--- src/rtl/operand_fetch.sv ---
// operand_fetch: read-side client of a 2R/1W register file.
//   Issues rs/rt read selectors, captures the registered read data one cycle
//   later (stage S1) and queues complete operand sets in an in-order output
//   FIFO towards execute. The register-file write port is snooped so that any
//   write the registered read missed is forwarded, both into S1 and into every
//   entry still waiting in the FIFO.
// Ports:
//   clock, reset_n                  clock, asynchronous active-low reset
//   in_valid/in_ready               fetch request handshake from decode
//   in_rs, in_rt, in_tag            source indices and opaque payload
//   rf_sel_out1/2                   read selectors (combinational copy of in_rs/in_rt)
//   rf_value_out1/2                 read data, valid the cycle after the selector edge
//   wb_enable, wb_sel, wb_value     snooped register-file write port
//   out_valid/out_ready             operand handshake towards execute
//   out_rs_value, out_rt_value,
//   out_tag                         FIFO head contents
// Build option:
//   OPFETCH_STATS_EN adds stat_fwd_count / stat_stall_count outputs.
module operand_fetch #(
    parameter int unsigned TAG_W     = 8,
    parameter int unsigned OUT_DEPTH = 2
) (
    input  logic             clock,
    input  logic             reset_n,
    input  logic             in_valid,
    output logic             in_ready,
    input  logic [4:0]       in_rs,
    input  logic [4:0]       in_rt,
    input  logic [TAG_W-1:0] in_tag,
    output logic [4:0]       rf_sel_out1,
    output logic [4:0]       rf_sel_out2,
    input  logic [31:0]      rf_value_out1,
    input  logic [31:0]      rf_value_out2,
    input  logic             wb_enable,
    input  logic [4:0]       wb_sel,
    input  logic [31:0]      wb_value,
    output logic             out_valid,
    input  logic             out_ready,
    output logic [31:0]      out_rs_value,
    output logic [31:0]      out_rt_value,
    output logic [TAG_W-1:0] out_tag
`ifdef OPFETCH_STATS_EN
    ,
    output logic [31:0]      stat_fwd_count,
    output logic [31:0]      stat_stall_count
`endif
);

    localparam int unsigned PTR_W = (OUT_DEPTH > 1) ? $clog2(OUT_DEPTH) : 1;
    localparam int unsigned CNT_W = $clog2(OUT_DEPTH + 1);
    localparam int unsigned OCC_W = CNT_W + 1;

    typedef struct packed {
        logic [4:0]       rs;
        logic [4:0]       rt;
        logic [31:0]      rs_val;
        logic [31:0]      rt_val;
        logic [TAG_W-1:0] tag;
    } entry_t;

    // A write hits an index only when enabled and not targeting r0.
    function automatic logic snoop_hit(input logic en, input logic [4:0] sel,
                                       input logic [4:0] idx);
        return en && (sel != 5'd0) && (sel == idx);
    endfunction

    function automatic logic [PTR_W-1:0] next_ptr(input logic [PTR_W-1:0] p);
        return (p == PTR_W'(OUT_DEPTH - 1)) ? '0 : p + PTR_W'(1);
    endfunction

    // Stage S1 state
    logic             s1_valid_q, s1_valid_d;
    logic [4:0]       s1_rs_q, s1_rs_d;
    logic [4:0]       s1_rt_q, s1_rt_d;
    logic [TAG_W-1:0] s1_tag_q, s1_tag_d;
    logic             s1_hit1_q, s1_hit1_d;
    logic             s1_hit2_q, s1_hit2_d;
    logic [31:0]      s1_fwd_q, s1_fwd_d;

    // Output FIFO state
    entry_t                 fifo_q [OUT_DEPTH];
    entry_t                 fifo_d [OUT_DEPTH];
    logic [OUT_DEPTH-1:0]   vld_q, vld_d;
    logic [PTR_W-1:0]       rd_ptr_q, rd_ptr_d;
    logic [PTR_W-1:0]       wr_ptr_q, wr_ptr_d;
    logic [CNT_W-1:0]       count_q, count_d;

    logic             deq_c;
    logic             accept_c;
    logic [OCC_W-1:0] occ_c;
    entry_t           push_c;

    assign rf_sel_out1  = in_rs;
    assign rf_sel_out2  = in_rt;
    assign out_valid    = (count_q != '0);
    assign out_rs_value = fifo_q[rd_ptr_q].rs_val;
    assign out_rt_value = fifo_q[rd_ptr_q].rt_val;
    assign out_tag      = fifo_q[rd_ptr_q].tag;

    // Occupancy after this edge must leave room for whatever S1 pushes next.
    always_comb begin : occupancy
        deq_c    = out_valid && out_ready;
        occ_c    = OCC_W'(count_q) + OCC_W'(s1_valid_q) - OCC_W'(deq_c);
        in_ready = (occ_c < OCC_W'(OUT_DEPTH));
        accept_c = in_valid && in_ready;
    end

    // S1 capture; a write on the accept edge is missed by the RF read, so keep it.
    always_comb begin : s1_next
        s1_valid_d = accept_c;
        s1_rs_d    = s1_rs_q;
        s1_rt_d    = s1_rt_q;
        s1_tag_d   = s1_tag_q;
        s1_hit1_d  = s1_hit1_q;
        s1_hit2_d  = s1_hit2_q;
        s1_fwd_d   = s1_fwd_q;
        if (accept_c) begin
            s1_rs_d   = in_rs;
            s1_rt_d   = in_rt;
            s1_tag_d  = in_tag;
            s1_hit1_d = snoop_hit(wb_enable, wb_sel, in_rs);
            s1_hit2_d = snoop_hit(wb_enable, wb_sel, in_rt);
            s1_fwd_d  = wb_value;
        end
    end

    // Entry pushed from S1: a write on the push edge beats the latched one.
    always_comb begin : push_entry
        push_c     = '0;
        push_c.rs  = s1_rs_q;
        push_c.rt  = s1_rt_q;
        push_c.tag = s1_tag_q;
        if (s1_rs_q == 5'd0)                          push_c.rs_val = '0;
        else if (snoop_hit(wb_enable, wb_sel, s1_rs_q)) push_c.rs_val = wb_value;
        else if (s1_hit1_q)                           push_c.rs_val = s1_fwd_q;
        else                                          push_c.rs_val = rf_value_out1;
        if (s1_rt_q == 5'd0)                          push_c.rt_val = '0;
        else if (snoop_hit(wb_enable, wb_sel, s1_rt_q)) push_c.rt_val = wb_value;
        else if (s1_hit2_q)                           push_c.rt_val = s1_fwd_q;
        else                                          push_c.rt_val = rf_value_out2;
    end

    // FIFO: in-place forwarding for resident entries, then pop, then push.
    always_comb begin : fifo_next
        fifo_d   = fifo_q;
        vld_d    = vld_q;
        rd_ptr_d = rd_ptr_q;
        wr_ptr_d = wr_ptr_q;
        for (int i = 0; i < OUT_DEPTH; i++) begin
            if (vld_q[i] && !(deq_c && (rd_ptr_q == PTR_W'(i)))) begin
                if (snoop_hit(wb_enable, wb_sel, fifo_q[i].rs)) fifo_d[i].rs_val = wb_value;
                if (snoop_hit(wb_enable, wb_sel, fifo_q[i].rt)) fifo_d[i].rt_val = wb_value;
            end
        end
        if (deq_c) begin
            vld_d[rd_ptr_q] = 1'b0;
            rd_ptr_d        = next_ptr(rd_ptr_q);
        end
        if (s1_valid_q) begin
            fifo_d[wr_ptr_q] = push_c;
            vld_d[wr_ptr_q]  = 1'b1;
            wr_ptr_d         = next_ptr(wr_ptr_q);
        end
        count_d = count_q + CNT_W'(s1_valid_q) - CNT_W'(deq_c);
    end

    always_ff @(posedge clock or negedge reset_n) begin : state_regs
        if (!reset_n) begin
            s1_valid_q <= 1'b0;
            s1_rs_q    <= '0;
            s1_rt_q    <= '0;
            s1_tag_q   <= '0;
            s1_hit1_q  <= 1'b0;
            s1_hit2_q  <= 1'b0;
            s1_fwd_q   <= '0;
            for (int i = 0; i < OUT_DEPTH; i++) fifo_q[i] <= '0;
            vld_q      <= '0;
            rd_ptr_q   <= '0;
            wr_ptr_q   <= '0;
            count_q    <= '0;
        end else begin
            s1_valid_q <= s1_valid_d;
            s1_rs_q    <= s1_rs_d;
            s1_rt_q    <= s1_rt_d;
            s1_tag_q   <= s1_tag_d;
            s1_hit1_q  <= s1_hit1_d;
            s1_hit2_q  <= s1_hit2_d;
            s1_fwd_q   <= s1_fwd_d;
            for (int i = 0; i < OUT_DEPTH; i++) fifo_q[i] <= fifo_d[i];
            vld_q      <= vld_d;
            rd_ptr_q   <= rd_ptr_d;
            wr_ptr_q   <= wr_ptr_d;
            count_q    <= count_d;
        end
    end

`ifdef OPFETCH_STATS_EN
    logic [31:0] fwd_cnt_q, fwd_cnt_d;
    logic [31:0] stall_cnt_q, stall_cnt_d;
    logic [31:0] fwd_inc_c;

    // Operands forwarded this edge: S1 push (latched or live write) plus resident entries.
    always_comb begin : stats_next
        fwd_inc_c = '0;
        if (s1_valid_q) begin
            if (s1_hit1_q || snoop_hit(wb_enable, wb_sel, s1_rs_q)) fwd_inc_c = fwd_inc_c + 32'd1;
            if (s1_hit2_q || snoop_hit(wb_enable, wb_sel, s1_rt_q)) fwd_inc_c = fwd_inc_c + 32'd1;
        end
        for (int i = 0; i < OUT_DEPTH; i++) begin
            if (vld_q[i] && !(deq_c && (rd_ptr_q == PTR_W'(i)))) begin
                if (snoop_hit(wb_enable, wb_sel, fifo_q[i].rs)) fwd_inc_c = fwd_inc_c + 32'd1;
                if (snoop_hit(wb_enable, wb_sel, fifo_q[i].rt)) fwd_inc_c = fwd_inc_c + 32'd1;
            end
        end
        fwd_cnt_d   = fwd_cnt_q + fwd_inc_c;
        stall_cnt_d = stall_cnt_q + 32'(in_valid && !in_ready);
    end

    always_ff @(posedge clock or negedge reset_n) begin : stats_regs
        if (!reset_n) begin
            fwd_cnt_q   <= '0;
            stall_cnt_q <= '0;
        end else begin
            fwd_cnt_q   <= fwd_cnt_d;
            stall_cnt_q <= stall_cnt_d;
        end
    end

    assign stat_fwd_count   = fwd_cnt_q;
    assign stat_stall_count = stall_cnt_q;
`endif

endmodule

--- config.mk ---
export PLATFORM = sky130hd
export DESIGN_NAME = operand_fetch
export DESIGN_NICKNAME = d
export VERILOG_FILES = /design/src/rtl/operand_fetch.sv
export SDC_FILE = /design/constraint.sdc
export NUM_CORES = 1
export LEC_CHECK = 0
export BUFFER_PORTS_ARGS = -buffer_cell sky130_fd_sc_hd__buf_2
export CAP_MARGIN = 5
export CORE_MARGIN = 2
export CORE_UTILIZATION = 62
export DETAILED_ROUTE_END_ITERATION = 8
export GPL_TIMING_DRIVEN = 0
export PLACE_DENSITY = 0.95
export SETUP_SLACK_MARGIN = 0.02
export SLEW_MARGIN = 20
export SYNTH_ARGS = -nofsm -noshare
export SYNTH_HDL_FRONTEND = slang
export SYNTH_SLANG_ARGS = --single-unit
--- constraint.sdc ---
create_clock -name clock -period 5.6 [get_ports clock]
set_clock_uncertainty 0.05 [all_clocks]
set_input_delay 1.12 -clock clock [delete_from_list [all_inputs] [get_ports clock]]
set_output_delay 1.12 -clock clock [all_outputs]
set_load 0.05 [all_outputs]
After elaboration in Yosys (flattened, before gate mapping):

Cells that the tools add are included.

* register bits after elaboration: 223
* input port bits: 124
* output and inout bits: 84
* word-level logic and storage cells: 100

* add/sub/neg operators: 6
* order comparisons: 8
* eq/ne operators: 8
* mux-type cells: 27
* bitwise logic cells: 6
* reductions and logical operators: 24

Operators by type and width (count)
* $mux 32: 10
* $mux 72: 3
* $bwmux 164: 1
* $mux 154: 1
* $mux 64: 2
* $demux 82 s1: 1
* $mux 82: 1
* $eq 5x5->1: 8
* $logic_and 1x1->1: 18
* $logic_not 5->1: 2
* $reduce_bool 5->1: 1
* $ge 2x2->1 const B: 2
* $lt 1x2->1 const B: 2
* $mux 1: 4
* $mux 2: 2
* $not 1->2: 2
* $add 2x1->3: 1
* $lt 3x2->1 const B: 1
* $sub 3x1->3: 1
* $add 1x1->1 const B: 2
* $add 2x1->2: 1
* $and 2x2->2: 1
* $demux 1 s1: 2
* $ge 1x1->1 const B: 2
* 7 further kinds: 8

Logic depth before layout (Yosys ltp):

Gate-level depths: netlist of the first run.

* depth after elaboration: 9
* depth in mapped cells: 11
* gate-level depth less buffers: 10

Worst setup path before layout of the first run:

Ideal clock, no wire load.

* path kind: input to output
* from: input port out_ready
* to: output port in_ready
* data arrival time: 2.687 ns
* required time: 4.430 ns
* slack: 1.743 ns
* stages: 6
* path buffers: 0
* cells stage by stage: nand3_1 > o21ai_0 > ha_1 > fa_1 > xnor2_1 > nor2_1

* word-level cells in the longest chain between the ends: 3

Ends and longest elaborated chain
* from (decl): RTL line 38 `input logic out_ready,`
* $logic_and 1x1->1: RTL line 102 `deq_c = out_valid && out_ready;`
* $sub 3x1->3: RTL line 103 `occ_c = OCC_W'(count_q) + OCC_W'(s1_valid_q) - OCC_W'(deq_c);`
* $lt 3x2->1: RTL line 104 `in_ready = (occ_c < OCC_W'(OUT_DEPTH));`
* to (decl): RTL line 26 `output logic in_ready,`

Every way passes these cells.

Worst setup path in the final report of the first run:

* from: register rd_ptr_q
* to: output port out_rs_value[28]

* word-level cells in the longest chain between the ends: 4

Ends and longest elaborated chain
* from (decl): RTL line 84 `logic [PTR_W-1:0] rd_ptr_q, rd_ptr_d;`
* from (signal assigned): RTL line 191 `rd_ptr_q <= rd_ptr_d;`
* $not 1->2 (implied by the code): RTL line 96 `assign out_rs_value = fifo_q[rd_ptr_q].rs_val;`
* $mux 72 (3 in a row)
* to (decl): RTL line 39 `output logic [31:0] out_rs_value,`

Every way passes these cells. The select of a mux whose other input is x is not followed.

==> impl_metrics.toml, run 1 <==
[sta]
slew_headroom_pct = 36.5
rsz0062_at_grt = "no"
tightest_slew_ns = 0.943
finalWorstSetupSlack_ns = 1.61
fin_hold_ws_ns = 0.454
hold_violations = 0
period_minus_slack_ns = 3.99
period_share_pct = 71.3
max_freq_mhz = 250
final-max-slew-violation-count = 0
setup_violations = 0

[setup_path]
critPathMaxStageDelay_ns = 0.65
crit_top_cell = "clkbuf_1"
crit_path_start = "rd_ptr_q"
cp-endpoint = "out_rs_value[28]"
worst_path_max_delay_cell = "clkbuf_1"
worstSetupPathType = "reg2out"
end_kind = "output port"
reg2reg_slack_ns = 2.18
cp-start-kind = "flop"
regToRegEndpoint = "s1_fwd_q[29]"
crit_chain = "clkbuf_1 -> clkbuf_1 -> mux2_2 -> buf_2"
cp.arrival_ns = 2.82
crit_required_ns = 4.43
r2r-start = "count_q[1]"
r2r_cells = 9
path_max_fanout = 10

[die]
die_x_um = 150
coreArea_sq_um = 20900
rows = 53
start_util_pct = 62.9
die_h_um = 150
dieArea_sq_um = 22400
io_pins = 208

[grt]
grt_pass1_vias = 10233
grt_usage_pct = 32.6
grt_start_max_net_pins = 83
grt_pass1_wl_mm = 56.3
overflow = 0
grt_antenna_before_repair = 1

[clocking]
cts_max_level = 1
path_clk_slew_ns = 0.06
cts.sinks = 223
cts_setup_buffers = 0
cts_root_buf = "clkbuf_16"
cts_tree = "built"
cts_buffers = 24
cts_resized = 0
clk_latency_ns = 0.52
ctsLongestPathBuffers = 3
holdBufCountCts = 0

[final_layout]
final_util_pct = 73.3
drive_gt1_share_pct = 40.2
n_fill_cell = 1385
area_growth_syn_to_layout_pct = 16.5
nNetsFinal = 1379
finalNonFillerCells = 1543

[power_and_ir_drop]
seq_power_share_pct = 31.2
p_clk_share_pct = 16.3
power.internal_uw = 5090
swShare_pct = 46.1
ir_drop_mv = 0.550
powerDensity_nw_per_um2 = 617
p_comb_share_pct = 52.4
total_power_uw = 9450
p_sw_uw = 4360
p_leak_uw = 0.00709

[yosys]
synth_cell_types = 29
syn_inst = 1023
synthesis.area_sq_um = 13100
synth_nets = 1149
synth-warning-count = 0
avgSynthCellArea_sq_um = 12.8
ys_seq_elements = 223
yosysSeqAreaShare_pct = 42.5

[route]
routed_wl_mm = 36.9
dr.pass1.iters = 5
route.detailed.drc = 0
wl_per_cell_um = 23.9
num_vias = 9805
avgViaCountPerCell = 6.35
ant_nets = 0
drtIter0Drc = 896

[place]
gp_congestion = 0.831
port_buffers = 202
place_inst = 1502
dpl.hpwl_mm = 24.9
preCtsSetupSlack_ns = 1.68

[min_path]
whs_path_depth = 1
hp-class = "reg2reg"

[run_status]
status = "completed"

[job]
drv_cap = 0
==> layout by cell type, fill, tap and decap left out, drive strengths merged <==
| cell type | count |
|---|---|
| or4 | 3 |
| nand2b | 1 |
| xnor2 | 38 |
| nand3 | 9 |
| o31ai | 64 |
| inv | 4 |
| nor4 | 4 |
| diode | 1 |
| or3 | 2 |
| o211ai | 64 |
| nor2 | 3 |
| dfrtp | 223 |
| clkbuf | 83 |
| bufinv | 1 |
| nand2 | 15 |
| o21ai | 7 |
| nor3 | 2 |
| mux2 | 158 |
| fa | 1 |
| clkinv | 4 |
| ha | 1 |
| xor2 | 5 |
| buf | 255 |
| mux2i | 320 |
==> synth_stat cells, drive strengths merged <==
cell type / instances / area share, %
nor4: 4 / 0.65
nand3: 9 / 0.34
mux2: 158 / 14
xor2: 5 / 0.33
ha: 1 / 0.095
fa: 1 / 0.15
xnor2: 38 / 2.5
dfrtp: 223 / 42
nor2: 3 / 0.086
nand2b: 1 / 0.048
buf: 51 / 3.1
or4: 3 / 0.20
clkbuf: 48 / 1.4
inv: 4 / 0.11
o211ai: 64 / 5.9
o21ai: 7 / 0.35
o31ai: 64 / 3.7
or3: 2 / 0.095
mux2i: 320 / 24
nor3: 2 / 0.076
nand2: 15 / 0.43
==> through the flow <==
stage               cell area [sq um]  setup TNS (ns)
floorplan                       13100               0
global route                    15300               0
global placement                14500          -85.07
finish                          15300               0
detailed placement              14600               0
CTS                             15300               0
==> power groups by stage <==
stage	Clock (uW)	Sequential (uW)	Combinational, uW
after floorplan	0	2770	3840
after global placement	0	2870	4740
after detailed placement	0	2940	4880
after CTS	1550	2920	4910
after global routing	1620	3030	5210
final	1540	2950	4960
==> critical path, delay by kind of cell (launching register included) <==
family   cells  cell delay (ns)
flops        1             0.37
buf+inv      3             1.49
mux          1             0.44
==> metal layers <==
metal | share of wire [%] | wire [um] | global-route usage, % | vias to the layer above
met5 | 0 | 0 | 0 | -
met4 | 3.9 | 1440 | 13.1 | 0
met3 | 7.5 | 2780 | 4.97 | 106
met2 | 47 | 17500 | 53.0 | 497
met1 | 41 | 15200 | 44.0 | 4937
li1 | - | - | - | 4265
==> logic make-up (layout without fill, tap and decap cells) <==
kind of cell,after synthesis,count (layout),synth area share [%]
xor gates and xnor gates,43,43,2.87
adders and majority gates,2,2,0.248
and+or+nand+nor,39,39,1.92
buffers and inverters,103,347,4.63
other,0,1,0
muxes,478,478,37.9
AOI/OAI and AO/OA,135,135,9.95
DFF,223,223,42.5
==> sequential cells by signal (all words and copies together), names as in the netlist, 2 cells and up <==
| signal | flops |
|---|---|
| vld_q | 2 |
| s1_fwd_q | 32 |
| s1_rt_q | 5 |
| fifo_q | 164 |
| s1_rs_q | 5 |
| s1_tag_q | 8 |
| count_q | 2 |
==> cell type report <==
class	instances	area [sq um]	area share (%)
inverter	4	15.0	0.0981
timing repair buffer	204	1080	7.03
sequential	223	5580	36.5
buffer	99	593	3.87
multi-input combinational	697	6950	45.4
clock buffer	35	693	4.53
tap	275	344	2.25
clock inverter	5	50.0	0.327
antenna	1	2.50	0.0163
==> worst min path at each step <==
stage | from | to
floorplan | wr_ptr_q | wr_ptr_q
global placement | wr_ptr_q | wr_ptr_q
detailed placement | wr_ptr_q | wr_ptr_q
CTS | fifo_q[1] | fifo_q[1]
global route | fifo_q[0] | fifo_q[0]
finish | fifo_q[1] | fifo_q[1]
No activity file was read; power rests on OpenSTA's default activity.
==> inputs of run 2 (changes only) <==
Settings changed: CORE_UTILIZATION 62 to 52, PLACE_DENSITY 0.95 to 0.87.
Clock period 5.6 ns to 3.6 ns, I/O delays scaled along.
==> run 2 against run 1 <==
Register-to-register slack lost 1.8 ns. Non-clock buffer count is the same. Sequential power grew 55%. First-iteration DRC count shrank 23%. Sequential share of layout area shrank 0.51 points. Routed wire length shrank 0.65%. Critical path depth is the same. Worst hold slack lost 0.39 ns. Global-route usage shrank 5.0 points. Critical path type unchanged.
==> impl_metrics.toml, run 2 (synthesized netlist as in run 1, its figures left out) <==
[final_layout]
final_common_cell = "mux2i_1"
drive_gt1_share_pct = 40.8
final_util_pct = 62.2
reg_top3 = "fifo_q x164, s1_fwd_q x32, s1_tag_q x8"
nNetsFinal = 1381
area_growth_syn_to_layout_pct = 18.1
largest_register = "fifo_q"
final_cell_mix = "mux2i_1 (320), dfrtp_1 (223), buf_2 (222)"
largest_reg_flops = 164

[setup_path]
cp_top_family = "buffers and inverters"
critPathMaxStageDelay_ns = 0.56
r2r_cells = 9
crit_required_ns = 2.83
cp-start-kind = "flop"
cp-endpoint = "out_rs_value[1]"
worst_path_max_delay_cell = "clkbuf_1"
path_max_fanout = 10
timing.critical_path.buf_inv = 3
worstSetupPathType = "reg2out"
reg2reg_slack_ns = 0.42
crit_path_start = "rd_ptr_q"
cp.depth = 4
cp.arrival_ns = 2.49
end_kind = "output port"
r2r-start = "count_q[1]"
crit_chain = "clkbuf_2 -> clkbuf_1 -> mux2_2 -> buf_2"
regToRegEndpoint = "s1_fwd_q[11]"

[route]
drtIter0Drc = 686
wl_per_cell_um = 22.8
ant_nets = 0
avgViaCountPerCell = 5.97
route.detailed.drc = 0
dr.pass1.iters = 5
routed_wl_mm = 36.7
num_vias = 9582

[sta]
period_share_pct = 90.5
period_minus_slack_ns = 3.26
setup_violations = 0
slew_headroom_pct = 31.8
final-max-slew-violation-count = 0
hold_violations = 0
rsz0062_at_grt = "no"
tightest_slew_ns = 1.02
max_freq_mhz = 307

[power_and_ir_drop]
power.internal_uw = 8200
ir_drop_mv = 0.714
p_sw_uw = 6760
seq_power_share_pct = 30.4
powerDensity_nw_per_um2 = 964
total_power_uw = 15000
p_comb_share_pct = 51.3
swShare_pct = 45.2
p_clk_share_pct = 18.3
p_leak_uw = 0.00716

[die]
coreArea_sq_um = 25000
die_h_um = 163
io_pins = 208
dieArea_sq_um = 26600
rows = 58
start_util_pct = 52.6
die_x_um = 163

[clocking]
cts_buffers = 26
clk_latency_ns = 0.52
cts_setup_buffers = 0
ctsLongestPathBuffers = 3
cts_root_buf = "clkbuf_16"
cts_max_level = 1
cts.sinks = 223
path_clk_slew_ns = 0.06
cts_tree = "built"
holdBufCountCts = 0

[job]
drv_cap = 0

[place]
dpl.hpwl_mm = 25.7
port_buffers = 202
gp_congestion = 0.844

[grt]
grt_pass1_vias = 10072
grt_usage_pct = 27.6
overflow = 0
grt_antenna_before_repair = 0
grt_pass1_wl_mm = 57.0
grt_start_max_net_pins = 94

[min_path]
hp-class = "in2async"

[run_status]
status = "completed"
==> run 2: cell types whose count changed in the layout (fill, tap and decap cells not counted), sizes merged <==
cell      before  now
clkbuf        83   86
bufinv         1    3
clkinv         4    6
clkinvlp       0    1
==> run 2: worst register-to-register path: stages (launching register included) <==
cell and delay [ns]:
dfrtp_1 0.42, nand3_1 0.13, o21ai_0 0.12, ha_1 0.21, fa_1 0.40, xnor2_1 0.15, nor2_1 0.07, nand2_1 0.48
clkbuf_1 0.62, mux2_2 0.42
==> run 2: final cells by class <==
| type | instances | area, sq um |
|---|---|---|
| clock buffer | 38 | 757 |
| tap | 330 | 413 |
| fill | 1974 | 9440 |
| timing repair buffer | 204 | 1080 |
| clock inverter | 10 | 131 |
| inverter | 4 | 15.0 |
| buffer | 99 | 597 |
| multi-input combinational | 697 | 6950 |
| antenna | 1 | 2.50 |
| sequential | 223 | 5580 |
==> run 2: metal layers <==
| layer | track usage (%) | vias to the layer above | share of wire, % |
|---|---|---|---|
| li1 | - | 4286 | - |
| met1 | 38.1 | 4866 | 43 |
| met2 | 45.0 | 362 | 48 |
| met3 | 3.51 | 68 | 6.2 |
| met4 | 9.53 | 0 | 2.8 |
| met5 | 0 | - | 0 |
==> run 2: timing repair <==
item | CTS | global route
gates resized for setup | 1 | 4
setup endpoints to repair | 2 | 28
gates cloned | 0 | 0
==> run 2: power by group through the flow <==
stage	Combinational (uW)	Sequential (uW)	Clock [uW]
final	7670	4560	2740
after global routing	8090	4690	2870
after CTS	7670	4530	2760
after detailed placement	7620	4560	0
after global placement	7430	4460	0
after floorplan	5980	4310	0
==> run 2: worst min-delay path by stage <==
stage                  start           to  slack (ns)  depth (start not counted)
global route         reset_n  s1_tag_q[0]         0.1                          1
floorplan            reset_n   count_q[0]        0.37                          0
detailed placement  wr_ptr_q     wr_ptr_q        0.44                          1
finish               reset_n  s1_tag_q[0]        0.07                          1
CTS                  reset_n  s1_tag_q[1]        0.08                          1
global placement    wr_ptr_q     wr_ptr_q        0.42                          1
==> run 2: stage by stage <==
| step | instances | worst slack, ns | setup TNS, ns | cell area (sq um) | hold WS [ns] |
|---|---|---|---|---|---|
| 2_1_floorplan | 1023 | 0.161 | 0 | 13100 | 0.374 |
| 3_3_place_gp | 1555 | -2.07 | -457.54 | 14600 | 0.417 |
| 3_5_place_dp | 1557 | 0.00652 | 0 | 14600 | 0.437 |
| 4_1_cts | 1605 | 0.0510 | 0 | 15500 | 0.0774 |
| 5_1_grt | 1605 | 0.223 | 0 | 15500 | 0.0973 |
| 6_report | 1606 | 0.341 | 0 | 15500 | 0.0664 |
==> inputs of run 3 (changes only) <==
Settings changed: PLACE_DENSITY 0.87 to 0.77.
==> run 3 against run 2 <==
Fmax fell by 1.5%. Sequential power about the same. Sequential share of layout area grew 0.23 points. Critical path type unchanged. Critical endpoint unchanged. Largest power group unchanged. Highest routed layer unchanged.
==> impl_metrics.toml, run 3 (synthesized netlist as in run 1, its figures left out) <==
[run_status]
status = "completed"

[sta]
tightest_slew_ns = 0.939
hold_violations = 0
period_share_pct = 91.9
final-max-slew-violation-count = 0
setup_violations = 0
finalWorstSetupSlack_ns = 0.292
max_freq_mhz = 302
period_minus_slack_ns = 3.31
slew_headroom_pct = 37.4
rsz0062_at_grt = "no"

[setup_path]
r2r_cells = 9
crit_chain = "clkbuf_2 -> clkbuf_1 -> mux2_2 -> buf_2"
worst_path_max_delay_cell = "clkbuf_1"
path_max_fanout = 10
end_kind = "output port"
cp-start-kind = "flop"
regToRegEndpoint = "s1_fwd_q[12]"
r2r-start = "count_q[1]"
crit_required_ns = 2.83
reg2reg_slack_ns = 0.38
cp.arrival_ns = 2.54
worstSetupPathType = "reg2out"
critPathMaxStageDelay_ns = 0.61

[clocking]
cts_setup_buffers = 0
clk_latency_ns = 0.52
cts_max_level = 1
cts_tree = "built"
cts_buffers = 25
cts_root_buf = "clkbuf_16"
cts.sinks = 223
path_clk_slew_ns = 0.06
ctsLongestPathBuffers = 3

[final_layout]
final_common_cell = "mux2i_1"
area_growth_syn_to_layout_pct = 17.4
drive_gt1_share_pct = 40.3
largest_reg_flops = 164
largest_register = "fifo_q"
finalNonFillerCells = 1599
final_cell_mix = "mux2i_1 (320), dfrtp_1 (223), buf_2 (222)"
reg_top3 = "fifo_q x164, s1_fwd_q x32, s1_tag_q x8"
nNetsFinal = 1380
diodes = 0

[place]
preCtsSetupSlack_ns = 0.0268
place_inst = 1557
dpl.hpwl_mm = 24.7
gp_congestion = 0.823
port_buffers = 202

[grt]
overflow = 0
grt_start_max_net_pins = 92
grt_pass1_wl_mm = 55.4
grt_pass1_vias = 9908
grt_usage_pct = 26.9
grt_antenna_before_repair = 0

[route]
route.detailed.drc = 0
num_vias = 9294
avgViaCountPerCell = 5.81
ant_nets = 0
dr.pass1.iters = 5
wl_per_cell_um = 22.1
drtIter0Drc = 528
routed_wl_mm = 35.3

[power_and_ir_drop]
p_leak_uw = 0.00712
powerDensity_nw_per_um2 = 950
ir_drop_mv = 0.632

[die]
start_util_pct = 52.6
die_h_um = 163
coreArea_sq_um = 25000
io_pins = 208
die_x_um = 163
rows = 58
dieArea_sq_um = 26600

[min_path]
hp-class = "in2async"

[job]
drv_cap = 0
==> run 3: timing repair <==
action	in CTS	in global routing
endpoints found under the setup margin	16	0
gates resized for setup	3	0
hold buffers	0	0
==> run 3: worst max-delay path by stage <==
stage | endpoint | slack, ns | startpoint
after global placement | fifo_q[138] | -2.20 | reset_n
after floorplan | s1_fwd_q[10] | 0.16 | out_ready
after detailed placement | s1_fwd_q[17] | 0.03 | out_ready
after global routing | s1_fwd_q[14] | 0.21 | count_q[1]
after CTS | out_rs_value[1] | 0.31 | rd_ptr_q
final | out_rs_value[1] | 0.29 | rd_ptr_q
==> run 3: cell type report <==
| class | instances | area, sq um |
|---|---|---|
| buffer | 99 | 597 |
| fill | 2051 | 9540 |
| tap | 330 | 413 |
| timing repair buffer | 204 | 1080 |
| clock buffer | 39 | 728 |
| clock inverter | 3 | 65.1 |
| multi-input combinational | 697 | 6950 |
| sequential | 223 | 5580 |
| inverter | 4 | 15.0 |
==> run 3: through the flow <==
stage	TNS, ns	util [%]	cell area, sq um	power (uW)	hold slack (ns)
final	0	61.8	15400	14700	0.102
after detailed placement	0	58.6	14600	12100	0.424
after global routing	0	61.8	15400	15400	0.127
after global placement	-486.47	58.3	14600	11900	0.419
after CTS	0	61.8	15400	14700	0.110
after floorplan	0	-	13100	10300	0.374
==> run 3: layer usage <==
metal / routed length (um) / track usage, % / vias up / part of all wire (%)
met5: 0 / 0 / - / 0
met4: 1050 / 8.93 / 0 / 3.0
met2: 16500 / 43.9 / 295 / 47
li1: - / - / 4271 / -
met3: 1760 / 3.95 / 67 / 5.0
met1: 16000 / 37.0 / 4661 / 45
==> run 3: worst max-delay path, delay by kind of cell (launching register included) <==
kind	cells	cell delay (ns)
mux	1	0.46
flops	1	0.36
buf+inv	3	1.20
==> run 3: report_power, final <==
group	switching (uW)	internal, uW
clock	1020	1520
sequential	763	3770
combinational	4820	2760
total	6610	8050
